$ cat src/rtl/siaminer_sched.sv
// Nonce scheduler/sequencer for the siaminer hash pipeline: flush, issue, drain, capture hit.
// Optional hashrate counter on hashCnt enabled by defining SIAMINER_HASHRATE_CNT_EN.
module siaminer_sched #(
    parameter int unsigned PIPE_DEPTH = 8,
    parameter logic [63:0] NONCE_STEP = 64'd1,
    parameter logic [63:0] NONCE_OFS  = 64'd0
) (
    input  logic        clk,
    input  logic        rst_n,
    input  logic        workVld,
    input  logic [63:0] workM04,
    input  logic [31:0] workCnt,
    input  logic        found,
    input  logic [63:0] foundM04,
    output logic        pipeVld,
    output logic [63:0] pipeM04,
    output logic        pipeClean,
    output logic        busy,
    output logic        resVld,
    output logic [63:0] resM04,
    output logic        exhausted,
    output logic [31:0] hashCnt
);

    typedef enum logic [1:0] {IDLE, FLUSH, RUN, DRAIN} state_t;

    state_t      state, nxtState;
    logic [63:0] base, nxtBase;
    logic [31:0] limit, nxtLimit;
    logic [31:0] idx, nxtIdx;
    logic [31:0] drainCnt, nxtDrainCnt;
    logic        nxtPipeVld, nxtPipeClean, nxtResVld, nxtExhausted;
    logic [63:0] nxtPipeM04, nxtResM04;
    logic [63:0] issueM04;

    assign issueM04 = base + ({32'd0, idx} * NONCE_STEP);

    // Outputs are registered, so each state computes what the pipe sees next cycle;
    // FLUSH therefore already schedules idx 0 for the cycle after the clean pulse.
    always_comb begin
        nxtState     = state;
        nxtBase      = base;
        nxtLimit     = limit;
        nxtIdx       = idx;
        nxtDrainCnt  = drainCnt;
        nxtPipeVld   = 1'b0;
        nxtPipeM04   = pipeM04;
        nxtPipeClean = 1'b0;
        nxtResVld    = 1'b0;
        nxtResM04    = resM04;
        nxtExhausted = 1'b0;

        case (state)
            IDLE: begin
            end
            FLUSH, RUN: begin
                if (state == FLUSH && limit == 32'd0) begin
                    nxtState    = DRAIN;
                    nxtDrainCnt = 32'(PIPE_DEPTH);
                end else begin
                    nxtPipeVld = 1'b1;
                    nxtPipeM04 = issueM04;
                    nxtIdx     = idx + 32'd1;
                    if (idx == limit - 32'd1) begin
                        nxtState    = DRAIN;
                        nxtDrainCnt = 32'(PIPE_DEPTH);
                    end else begin
                        nxtState = RUN;
                    end
                end
            end
            DRAIN: begin
                if (drainCnt <= 32'd1) begin
                    nxtExhausted = 1'b1;
                    nxtState     = IDLE;
                end else begin
                    nxtDrainCnt = drainCnt - 32'd1;
                end
            end
            default: nxtState = IDLE;
        endcase

        // A hit ends the range; the pipe self-cleans, so no clean pulse here.
        if (found && (state == RUN || state == DRAIN)) begin
            nxtResVld    = 1'b1;
            nxtResM04    = foundM04;
            nxtPipeVld   = 1'b0;
            nxtExhausted = 1'b0;
            nxtState     = IDLE;
        end

        // New work always wins the next state, abandoning any range in flight.
        if (workVld) begin
            nxtBase      = workM04 + NONCE_OFS;
            nxtLimit     = workCnt;
            nxtIdx       = 32'd0;
            nxtPipeVld   = 1'b0;
            nxtPipeClean = 1'b1;
            nxtExhausted = 1'b0;
            nxtState     = FLUSH;
        end
    end

    always_ff @(posedge clk) begin
        if (!rst_n) begin
            state     <= IDLE;
            base      <= 64'd0;
            limit     <= 32'd0;
            idx       <= 32'd0;
            drainCnt  <= 32'd0;
            pipeVld   <= 1'b0;
            pipeM04   <= 64'd0;
            pipeClean <= 1'b0;
            busy      <= 1'b0;
            resVld    <= 1'b0;
            resM04    <= 64'd0;
            exhausted <= 1'b0;
        end else begin
            state     <= nxtState;
            base      <= nxtBase;
            limit     <= nxtLimit;
            idx       <= nxtIdx;
            drainCnt  <= nxtDrainCnt;
            pipeVld   <= nxtPipeVld;
            pipeM04   <= nxtPipeM04;
            pipeClean <= nxtPipeClean;
            busy      <= (nxtState != IDLE);
            resVld    <= nxtResVld;
            resM04    <= nxtResM04;
            exhausted <= nxtExhausted;
        end
    end

`ifdef SIAMINER_HASHRATE_CNT_EN
    logic [31:0] hashReg;

    // Free-running issue count; only reset clears it, new work does not.
    always_ff @(posedge clk) begin
        if (!rst_n) begin
            hashReg <= 32'd0;
        end else begin
            hashReg <= hashReg + {31'd0, pipeVld};
        end
    end

    assign hashCnt = hashReg;
`else
    assign hashCnt = 32'd0;
`endif

endmodule

$ cat config.mk
export PLATFORM = sky130hd
export DESIGN_NAME = siaminer_sched
export DESIGN_NICKNAME = d
export VERILOG_FILES = /design/src/rtl/siaminer_sched.sv
export SDC_FILE = /design/constraint.sdc
export NUM_CORES = 1
export LEC_CHECK = 0
export CORE_MARGIN = 2
export CORE_UTILIZATION = 55
export DETAILED_ROUTE_END_ITERATION = 6
export GPL_ROUTABILITY_DRIVEN = 0
export PLACE_DENSITY = 0.95
export SYNTH_ARGS = -nofsm -noshare
export SYNTH_HDL_FRONTEND = slang
export SYNTH_SLANG_ARGS = --single-unit
$ cat constraint.sdc
create_clock -name clk -period 7.9 [get_ports clk]
set_clock_uncertainty 0.1 [all_clocks]
set_input_delay 1.58 -clock clk [delete_from_list [all_inputs] [get_ports clk]]
set_output_delay 1.58 -clock clk [all_outputs]
set_load 0.05 [all_outputs]
==> qor.csv <==
metric,value,unit
floorplan.initialDensity,55.74,%
die_h,166.1,microns
syn_to_final_growth,27.75,%
ios,329,
fill_cells,1789,
drt-total-wl,43.54,mm
arrival,4960,ps
clkTransAtPathRegs,60,ps
portBuffers,296,
dr_total_vias,13520,
post-dp-hpwl,30.84,mm
wl_met3,3.922,mm
r2r_cells,10,
required,8300,ps
grt_pass1_vias,12980,
core_area,25910,sq um
cp-startpoint,limit[9],
antenna_found_initial,1,
nets,2091,
via_per_inst,6.024,
cp_max_fo,27,
ys_types,71,
status,completed,
post-cts-setup-buffers,0,
rsz0062_at_grt,false,
wl_met1,17.06,mm
synth-async-reset-ratio,0,%
synthesis.area_per_instance,8.818,sq um
ys_seq_area_share,40.89,%
synth_area,14440,sq um
drt-pass1-iter-count,5,
ctsHoldBuffers,0,
criticalPathCategory,reg2reg,
reg2reg_from,limit[9],
fin_hold_ws,356.1,ps
postCtsResizedCells,0,
grt_max_degree,103,
startpoint_type,flop,
synth_edf_count,0,
grt_pass1_wl,69.53,mm
hold_class,reg2reg,
highest_layer,met4,
relSlewSlack,13.78,%
ys_warn_count,0,
htree_levels,1,
die_w,166.1,microns
r2r_slack,3340,ps
detail_route.wl_per_cell,19.40,microns
die_area,27570,sq um
clkSinkCount,295,
peakVddDrop,197.3,uV
power.leakage,7.235,nW
finalSetupViolations,0,
finalInstanceArea,18450,sq um
syn_inst,1638,
rows,59,
setup.worst_path.end_class,flop,
maxSlewViolCount,0,
cts-root-buf,clkbuf_16,
drive_above_1_share,4.662,%
finalHoldViolations,0,
cts_tree,yes,
post-route-period-util,57.66,%
postRouteAntennaNets,0,
clock_path_buffers,3,
period_needed,4555,ps
reg2reg_to,drainCnt[30],
grt.overflow.total,0,
max_freq,219.5,MHz
drcViolationCount,0,
worstSetupEndpoint,drainCnt[30],
ys_seq_elements,295,
maxCapViolCount,0,
tightestPinTransition,1293,ps
powerDensity,212.3,nW/um^2
post-route-util,71.21,%
wl_met2,20.60,mm
drt-initial-drc-count,1088,
cts_made_buffers,31,
grt_usage,30.36,%
insertion_delay,580,ps
fin_setup_tns,0,ps
ys.flop_type,dfxtp_1,
place_area,17440,sq um
-- report_power, final --
group | internal, mW | switching, mW | leakage [nW]
sequential | 1.58 | 0.0852 | 2.41
clock | 0.802 | 0.625 | 0.496
combinational | 0.316 | 0.510 | 4.33
-- cell families (layout without fill, tap and decap cells) --
| kind of cell | count (synthesis) | in the layout | share of synthesized area (%) |
|---|---|---|---|
| other | 1 | 33 | 0.02596 |
| multiplexers | 102 | 102 | 7.155 |
| flip-flops | 295 | 295 | 40.89 |
| adder cells (fa/ha/maj) | 42 | 42 | 3.690 |
| buffers and inverters | 151 | 391 | 4.929 |
| AND/OR/NAND/NOR | 586 | 586 | 20.28 |
| XOR/XNOR | 133 | 133 | 8.065 |
| AO/OA/AOI/OAI | 328 | 328 | 14.97 |
-- worst min path at each step --
stage	from	endpoint	slack [ps]	cells after the start
2_1_floorplan	drainCnt[7]	drainCnt[7]	350	2
3_3_place_gp	pipeM04[21]	pipeM04[21]	340	2
3_5_place_dp	pipeM04[27]	pipeM04[27]	350	2
4_1_cts	pipeM04[25]	pipeM04[25]	360	2
5_1_grt	pipeM04[31]	pipeM04[31]	370	2
6_report	pipeM04[25]	pipeM04[25]	360	2
-- layout make-up --
type / count / area, sq um / share of cell area [%]
repair buffers: 306 / 3034 / 16.44
clock buffers: 38 / 852.1 / 4.618
diodes: 1 / 2.502 / 0.01356
inverters: 28 / 107.6 / 0.5832
well taps: 335 / 419.2 / 2.272
clock inverters: 19 / 152.6 / 0.8273
flip-flops and latches: 295 / 5906 / 32.01
multi-input cells: 1223 / 7978 / 43.24
-- sequential cells by signal, indices dropped and copies added (netlist names) --
signal	cells
pipeM04	64
idx	32
drainCnt	32
base	64
exhausted	1
busy	1
limit	32
resM04	64
state	2
pipeClean	1
pipeVld	1
resVld	1
-- per-layer routing --
layer / GRT usage (%) / up-vias
li1: - / 6277
met4: 12.97 / 0
met2: 50.84 / 720
met5: 0 / -
met3: 6.411 / 138
met1: 38.00 / 6389
-- placed cells by master (no fill, tap or decap), drive strengths merged, types with 15 or more instances in the layout --
master / count
clkbuf: 38
mux2i: 101
nor3: 31
xnor2: 52
or4: 17
o211ai: 17
xor2: 81
o21ai: 69
nand2: 99
conb: 32
clkdlybuf4s50: 294
and3: 20
a21oi: 94
inv: 29
nand2b: 15
nor4: 21
a22o: 64
nor2: 205
or3: 27
nand4: 37
a21o: 17
nand3: 57
ha: 41
dfxtp: 295
-- critical path, stage by stage, from the launching register on --
cell and delay [ps]:
dfxtp_1 380, or3_1 450, nor4_1 990, nand3_1 200
xnor2_1 200, o2111ai_1 120, or4_4 590, o21ai_4 580
nand3_2 230, or4_1 470, a21oi_1 170
-- synth_stat cells, types with 26 or more instances --
| master | n | area (sq um) |
|---|---|---|
| nor3_1 | 30 | 150.1 |
| xor2_1 | 81 | 709.4 |
| o21ai_0 | 68 | 340.3 |
| clkbuf_1 | 61 | 229.0 |
| dfxtp_1 | 295 | 5906 |
| mux2i_1 | 101 | 1011 |
| buf_4 | 34 | 255.2 |
| a22o_1 | 64 | 560.5 |
| nand2_1 | 99 | 371.6 |
| xnor2_1 | 52 | 455.4 |
| a21oi_1 | 94 | 470.5 |
| inv_1 | 28 | 105.1 |
| or3_1 | 26 | 162.7 |
| nor2_1 | 205 | 769.5 |
| nand3_1 | 55 | 275.3 |
| ha_1 | 41 | 513.0 |
| nand4_1 | 37 | 231.5 |
-- stage by stage --
step / std cells / total power [mW] / setup WS [ps]
2_1_floorplan: 1669 / 2.241 / 4121
3_3_place_gp: 2187 / 2.466 / 3552
3_5_place_dp: 2187 / 2.496 / 3451
4_1_cts: 2244 / 3.919 / 3430
5_1_grt: 2245 / 4.061 / 3131
6_report: 2245 / 3.917 / 3345
(Power assumes the default switching activity.)
